**src/rtl/cplx_pkg.sv**
```systemverilog
// Shared widths, saturation limits and sample type for the complex multiplier pipeline.
// Q3.13 signed samples by default.
package cplx_pkg;

    localparam int CPLX_IW = 3;
    localparam int CPLX_FW = 13;
    localparam int CPLX_W  = CPLX_IW + CPLX_FW;
    localparam int CPLX_W1 = CPLX_W + 1;

    localparam logic signed [CPLX_W-1:0] SAT_MAX = {1'b0, {(CPLX_W-1){1'b1}}};
    localparam logic signed [CPLX_W-1:0] SAT_MIN = {1'b1, {(CPLX_W-1){1'b0}}};

    typedef struct packed {
        logic signed [CPLX_W-1:0] re;
        logic signed [CPLX_W-1:0] im;
    } cplx_t;

endpackage

```
**src/rtl/fixed_point_multiplier.sv**
```systemverilog
// Combinational signed Qm.n multiplier; result truncated toward -inf, sign kept from the
// full product so term-level overflow wraps rather than saturating.
module fixed_point_multiplier #(
    parameter int INTEGER_WIDTH    = 3,
    parameter int FRACTIONAL_WIDTH = 13
) (
    input  logic signed [INTEGER_WIDTH+FRACTIONAL_WIDTH-1:0] a,
    input  logic signed [INTEGER_WIDTH+FRACTIONAL_WIDTH-1:0] b,
    output logic signed [INTEGER_WIDTH+FRACTIONAL_WIDTH-1:0] p
);

    localparam int W = INTEGER_WIDTH + FRACTIONAL_WIDTH;

    logic signed [2*W-1:0] prod;
    logic                  unused_prod_bits;

    assign prod = a * b;
    assign p    = {prod[2*W-1], prod[INTEGER_WIDTH+2*FRACTIONAL_WIDTH-2 : FRACTIONAL_WIDTH]};

    // Guard bits above the kept field and the discarded fraction are dropped on purpose.
    assign unused_prod_bits = ^{prod[2*W-2 : INTEGER_WIDTH+2*FRACTIONAL_WIDTH-1],
                                prod[FRACTIONAL_WIDTH-1:0]};

endmodule

```
**src/rtl/sat_addsub.sv**
```systemverilog
// W-bit signed add/subtract with one guard bit, saturated back to W bits.
// sat flags that the clamp was applied.
module sat_addsub
    import cplx_pkg::*;
#(
    parameter int                W       = CPLX_W,
    parameter logic signed [W-1:0] MAX_VAL = SAT_MAX,
    parameter logic signed [W-1:0] MIN_VAL = SAT_MIN
) (
    input  logic signed [W-1:0] x,
    input  logic signed [W-1:0] y,
    input  logic                sub,
    output logic signed [W-1:0] result,
    output logic                sat
);

    logic signed [W:0] xe;
    logic signed [W:0] ye;
    logic signed [W:0] full;

    assign xe   = {x[W-1], x};
    assign ye   = {y[W-1], y};
    assign full = sub ? (xe - ye) : (xe + ye);

    always_comb begin
        result = full[W-1:0];
        sat    = 1'b0;
        if (full[W] != full[W-1]) begin
            sat    = 1'b1;
            result = full[W] ? MIN_VAL : MAX_VAL;
        end
    end

endmodule

```
**src/rtl/complex_multiplier_pipe.sv**
```systemverilog
// Three-stage valid/ready complex multiplier: S1 operands, S2 four real products,
// S3 saturated (rr - ii) and (ri + ir). Combinational ready chain lets bubbles collapse.
module complex_multiplier_pipe
    import cplx_pkg::*;
#(
    parameter int INTEGER_WIDTH    = CPLX_IW,
    parameter int FRACTIONAL_WIDTH = CPLX_FW
) (
    input  logic                                            clk,
    input  logic                                            rst,
    input  logic                                            in_valid,
    output logic                                            in_ready,
    input  logic signed [INTEGER_WIDTH+FRACTIONAL_WIDTH-1:0] in_ar,
    input  logic signed [INTEGER_WIDTH+FRACTIONAL_WIDTH-1:0] in_ai,
    input  logic signed [INTEGER_WIDTH+FRACTIONAL_WIDTH-1:0] in_br,
    input  logic signed [INTEGER_WIDTH+FRACTIONAL_WIDTH-1:0] in_bi,
    output logic                                            out_valid,
    input  logic                                            out_ready,
    output logic signed [INTEGER_WIDTH+FRACTIONAL_WIDTH-1:0] out_re,
    output logic signed [INTEGER_WIDTH+FRACTIONAL_WIDTH-1:0] out_im,
    output logic                                            out_sat
);

    localparam int W = INTEGER_WIDTH + FRACTIONAL_WIDTH;

    logic v1, v2, v3;
    logic en1, en2, en3;

    cplx_t s1_a, s1_b;
    logic signed [W-1:0] s2_rr, s2_ii, s2_ri, s2_ir;
    cplx_t s3_q;
    logic  s3_sat;

    logic signed [W-1:0] pp_rr, pp_ii, pp_ri, pp_ir;
    logic signed [W-1:0] re_d, im_d;
    logic                sat_re, sat_im;

    assign en3      = ~v3 | out_ready;
    assign en2      = ~v2 | en3;
    assign en1      = ~v1 | en2;
    assign in_ready = en1;

    fixed_point_multiplier #(
        .INTEGER_WIDTH   (INTEGER_WIDTH),
        .FRACTIONAL_WIDTH(FRACTIONAL_WIDTH)
    ) u_mul_rr (
        .a(s1_a.re),
        .b(s1_b.re),
        .p(pp_rr)
    );

    fixed_point_multiplier #(
        .INTEGER_WIDTH   (INTEGER_WIDTH),
        .FRACTIONAL_WIDTH(FRACTIONAL_WIDTH)
    ) u_mul_ii (
        .a(s1_a.im),
        .b(s1_b.im),
        .p(pp_ii)
    );

    fixed_point_multiplier #(
        .INTEGER_WIDTH   (INTEGER_WIDTH),
        .FRACTIONAL_WIDTH(FRACTIONAL_WIDTH)
    ) u_mul_ri (
        .a(s1_a.re),
        .b(s1_b.im),
        .p(pp_ri)
    );

    fixed_point_multiplier #(
        .INTEGER_WIDTH   (INTEGER_WIDTH),
        .FRACTIONAL_WIDTH(FRACTIONAL_WIDTH)
    ) u_mul_ir (
        .a(s1_a.im),
        .b(s1_b.re),
        .p(pp_ir)
    );

    sat_addsub #(.W(W)) u_re (
        .x     (s2_rr),
        .y     (s2_ii),
        .sub   (1'b1),
        .result(re_d),
        .sat   (sat_re)
    );

    sat_addsub #(.W(W)) u_im (
        .x     (s2_ri),
        .y     (s2_ir),
        .sub   (1'b0),
        .result(im_d),
        .sat   (sat_im)
    );

    // Data registers load only with a valid sample so idle X inputs never reach the output.
    always_ff @(posedge clk or posedge rst) begin
        if (rst) begin
            v1     <= 1'b0;
            v2     <= 1'b0;
            v3     <= 1'b0;
            s1_a   <= '0;
            s1_b   <= '0;
            s2_rr  <= '0;
            s2_ii  <= '0;
            s2_ri  <= '0;
            s2_ir  <= '0;
            s3_q   <= '0;
            s3_sat <= 1'b0;
        end else begin
            if (en1) v1 <= in_valid;
            if (en1 && in_valid) begin
                s1_a <= '{re: in_ar, im: in_ai};
                s1_b <= '{re: in_br, im: in_bi};
            end

            if (en2) v2 <= v1;
            if (en2 && v1) begin
                s2_rr <= pp_rr;
                s2_ii <= pp_ii;
                s2_ri <= pp_ri;
                s2_ir <= pp_ir;
            end

            if (en3) v3 <= v2;
            if (en3 && v2) begin
                s3_q   <= '{re: re_d, im: im_d};
                s3_sat <= sat_re | sat_im;
            end
        end
    end

    assign out_valid = v3;
    assign out_re    = s3_q.re;
    assign out_im    = s3_q.im;
    assign out_sat   = s3_sat;

endmodule
```
**config.mk**
```make
export PLATFORM = sky130hd
export DESIGN_NAME = complex_multiplier_pipe
export DESIGN_NICKNAME = d
export VERILOG_FILES = /design/src/rtl/cplx_pkg.sv /design/src/rtl/fixed_point_multiplier.sv /design/src/rtl/sat_addsub.sv /design/src/rtl/complex_multiplier_pipe.sv
export SDC_FILE = /design/constraint.sdc
export NUM_CORES = 2
export LEC_CHECK = 0
export ABC_AREA = 1
export CAP_MARGIN = 10
export CORE_MARGIN = 10
export CORE_UTILIZATION = 35
export CTS_CLUSTER_DIAMETER = 100
export CTS_CLUSTER_SIZE = 25
export DETAILED_ROUTE_END_ITERATION = 10
export GPL_ROUTABILITY_DRIVEN = 0
export SLEW_MARGIN = 10
export SYNTH_ARGS = -nofsm -noshare
export SYNTH_HDL_FRONTEND = slang
export SYNTH_SLANG_ARGS = --single-unit
```
**constraint.sdc**
```tcl
create_clock -name clk -period 9.08 [get_ports clk]
set_clock_uncertainty 0.15 [all_clocks]
set_input_delay 2.724 -clock clk [delete_from_list [all_inputs] [get_ports clk]]
set_output_delay 2.724 -clock clk [all_outputs]
set_load 0.05 [all_outputs]
```
== Yosys cells after proc, flatten, opt, wreduce, memory -nomap -nowiden ==
Cells that the tools add are included.
Widths: inputs -> output; s select.

* Input bits: 68
* Logic and storage cells: 38
* Register bits after elaboration: 164
* Output and inout bits: 35

* Bitwise logic cells: 7
* Multiply operators: 4
* Mux-type cells: 6
* Equality and inequality tests: 2
* Add/subtract/negate cells: 2
* Reduce and logical (&&, ||, !) cells: 3

{| class="wikitable"
|+ Operator list
! cell !! count
|-
| $mul 16x16->32 || 4
|-
| $mux 16 || 4
|-
| $add 16x16->17 || 1
|-
| $sub 16x16->17 || 1
|-
| $or 1x1->1 || 4
|-
| $logic_and 1x1->1 || 3
|-
| $not 1->1 || 3
|-
| $mux 1 || 2
|-
| $ne 1x1->1 || 2
|}

== Logic depth before layout (Yosys ltp) ==
* Word-level depth: 5
* Gate-level depth with buffers: 29
* Depth with buffers taken out: 27

== By module ==
Synthesis repeated with hierarchy kept, for this count alone.

* Cell total of the unflattened synthesis: 6,899
* Area total of the unflattened synthesis: 51,335.5 µm²

{| class="wikitable"
|+ By module, submodules not included
! module !! seq. area each (µm²) !! instances !! area an instance (µm²) !! cells each
|-
| fixed_point_multiplier at u_mul_ir ... || 0.0 || 2 || 10,481.3 || 1,412
|-
| fixed_point_multiplier at u_mul_rr || 0.0 || 1 || 10,520.1 || 1,424
|-
| fixed_point_multiplier at u_mul_ii || 0.0 || 1 || 10,497.6 || 1,421
|-
| complex_multiplier_pipe || 4,103.9 || 1 || 6,449.9 || 712
|-
| sat_addsub || 0.0 || 2 || 1,452.6 || 259
|}

== Worst setup path before layout ==
No wires, ideal clock.

* Path kind: input port to output port
* Start point: input port out_ready
* End point: output port in_ready
* Arrival: 3,271 ps
* Data required time: 6,206 ps
* Buffers on the path: 0
* Stages: 4
* Setup slack: 2,935 ps
* Cells stage by stage: inv_1 nand2_1 nor2_1 nand2_1

* Longest elaborated chain between the ends: 3

{| class="wikitable"
|+ RTL lines
! what !! line !! source
|-
| start, declared || complex_multiplier_pipe.sv:18 || <nowiki>input logic out_ready,</nowiki>
|-
| $or 1x1->1 || complex_multiplier_pipe.sv:38 || <nowiki>assign en3 = ~v3 | out_ready;</nowiki>
|-
| $or 1x1->1 || complex_multiplier_pipe.sv:39 || <nowiki>assign en2 = ~v2 | en3;</nowiki>
|-
| $or 1x1->1 || complex_multiplier_pipe.sv:40 || <nowiki>assign en1 = ~v1 | en2;</nowiki>
|-
| end, declared || complex_multiplier_pipe.sv:12 || <nowiki>output logic in_ready,</nowiki>
|}

Every way passes these cells.

== Worst setup path in the final report ==
Ends and elaborated chain as after synthesis.

==> reports/qor.yml <==
drt:
  drt-vias-per-instance: 4.75
  firstDrtPassIters: 6
  vias: 38400
  drt_iter0_drc: 3117
  wl_per_cell_um: 17.2
  wirelength_um: 139000
  ant_nets: 0
  drc: 0
critical_path:
  path_class: "in2out"
  crit_chain: "clkdlybuf4s50_1 -> inv_1 -> nand2_1 -> nor2_1 -> nand2_1 -> clkdlybuf4s50_1"
  cp_slowest_cell: "clkdlybuf4s50_1"
  start_kind: "input pin"
  cp.arrival_ns: 4.34
  endpoint_kind: "primary output"
  slowest_delay_ns: 0.83
  crit_fanout: 3
  cp_data_required_time_ns: 6.21
placed_design:
  dpl_cell_area_um2: 51800
  port-buffer-count: 102
  dpl.hpwl_um: 112000
synthesis:
  ys_warn_count: 0
  ys_ff_latch: 164
  synth_ff_type: "dfrtp_1"
  syn_avg_cell_area_um2: 7.80
  synth.distinct_cells: 42
  synth_edf_count: 0
  netlist_area_um2: 48900
  yosysSeqAreaShare: 0.0840
  async_flop_share: 1.00
  synth_nets: 7729
  synth_cells: 6267
cts:
  cts_made_buffers: 17
  holdBufCountCts: 0
  cts_tree: "yes"
  clockBufferDepth: 2
  root_buffer: "clkbuf_16"
  insertion_delay_ns: 0.53
  postCtsSetupBuffers: 0
  cts.sinks: 164
  h-tree-depth: 4
  post_cts_resized: 0
  clk_pin_slew_ns: 0.07
timing:
  max_freq_ghz: 0.139
  rsz0062_at_grt: "false"
  holdWs_ns: 0.329
  tightestPinTransition_ns: 1.23
  hold_violations: 0
  finalCriticalPeriod_ns: 7.22
  slew_headroom: 0.181
  setup_viol: 0
  maxSlewViolCount: 0
  fin_crit_sh: 0.795
  tns_ns: 0
cells_and_area:
  nNetsFinal: 7667
  diodes: 0
  n_fill_cell: 14500
  seq_area_um2: 4120
  fin_area_um2: 52400
  area_delta_synth_final_pct: 7.22
  final_cell_mix: "1858 x inv_1, 1656 x nand2_1, 1046 x fa_1, 348 x ha_1, 221 x nor2_1"
  final_common_cell: "inv_1"
  multi_input_area_um2: 36700
  drive_above_1_share: 0.0338
run:
  max_cap_viol_count: 0
floorplan:
  die-area_um2: 155000
  pin_count: 103
  die_h_um: 394
  core_um2: 139000
  die_w_um: 394
  row_count: 137
  initial_utilization: 0.351
status:
  status: "completed"
global_routing:
  grt_pass1_vias: 41600
  grt.total_usage: 0.184
  grt_pass1_wl_um: 229000
  grt_max_degree: 113
  antenna_found_initial: 3
  gr-total-overflow: 0
worst_hold_path:
  hold_path_class: "reg2reg"
critical path, delay by kind of cell:
kind	cells	cell delay, ns
buf+inv	3	1.34
simple gates	3	0.28
sequential cells by signal, summed over array words and instances, names as in the netlist:
name / cells
s2_rr: 16
s2_ri: 16
s2_ii: 16
out_re: 16
v1: 1
s1_a: 32
out_im: 16
out_valid: 1
v2: 1
out_sat: 1
s2_ir: 16
s1_b: 32
stage by stage:
| step | setup slack [ns] | utilization | instances |
|---|---|---|---|
| final | 1.86 | 0.376 | 8094 |
| after global routing | 1.78 | 0.376 | 8094 |
| after CTS | 1.84 | 0.376 | 8094 |
| after detailed placement | 1.84 | 0.372 | 8062 |
| after global placement | 1.82 | 0.372 | 8062 |
| after floorplan | 1.77 | - | 6267 |
cells in the mapped netlist, types with 10 or more instances:
| cell | number | area, um2 |
|---|---|---|
| a21oi_1 | 141 | 706 |
| nor4_1 | 12 | 75.1 |
| buf_1 | 21 | 78.8 |
| xnor2_1 | 27 | 236 |
| clkbuf_1 | 228 | 856 |
| nor3_1 | 21 | 105 |
| nand2_1 | 1658 | 6220 |
| nand3_1 | 196 | 981 |
| nand2_2 | 10 | 62.6 |
| xor2_1 | 40 | 350 |
| inv_1 | 1860 | 6980 |
| o21ai_0 | 81 | 405 |
| nand4_1 | 35 | 219 |
| nor2_1 | 221 | 830 |
| mux2_2 | 52 | 586 |
| buf_2 | 12 | 60.1 |
| nand3b_1 | 21 | 158 |
| dfrtp_1 | 164 | 4100 |
| fa_1 | 1046 | 20900 |
| ha_1 | 348 | 4350 |
| o21bai_1 | 14 | 105 |
path summary, 6_finish.rpt:
path                                       from                     to  slack, ns  cells after the start
max                                   out_ready               in_ready       1.86                      6
min                              v2$_DFFE_PP0P_  out_valid$_DFFE_PP0P_       0.33                      2
max reg2reg                s1_b[20]$_DFFE_PP0P_   s2_ir[4]$_DFFE_PP0P_       2.35                     23
min reg2reg                      v2$_DFFE_PP0P_  out_valid$_DFFE_PP0P_       0.33                      2
max in group asynchronous                   rst   s1_b[22]$_DFFE_PP0P_       4.70                      3
min in group asynchronous                   rst   s1_a[25]$_DFFE_PP0P_       2.65                      2
cell families (layout without fill, tap and decap cells):
logic type               after synthesis  in the layout  synth area share
XOR/XNOR                              67             67            0.0120
adder cells (fa/ha/maj)             1394           1394             0.518
multiplexers                          52             52            0.0120
AND/OR/NAND/NOR                     2191           2191             0.180
buffers and inverters               2132           2083             0.165
flip-flops                           164            164            0.0840
AO/OA/AOI/OAI                        267            267            0.0297
metal layers:
metal,part of all wire,vias up,global-route usage
met2,0.44,1402,0.289
met3,0.088,203,0.0416
li1,-,17700,-
met4,0.026,0,0.0461
met1,0.45,19200,0.257
met5,0,-,0
cell type report:
cell class | instances | share of cell area
multi-input cells | 3971 | 0.701
inverters | 1865 | 0.134
flip-flops and latches | 164 | 0.0785
well taps | 1876 | 0.0448
repair buffers | 186 | 0.0315
clock buffers | 19 | 0.00845
clock inverters | 13 | 0.00217
Power is left out: the tool's default activity adds up to more than one toggle a clock period on the data nets, which glitch-free logic cannot reach.
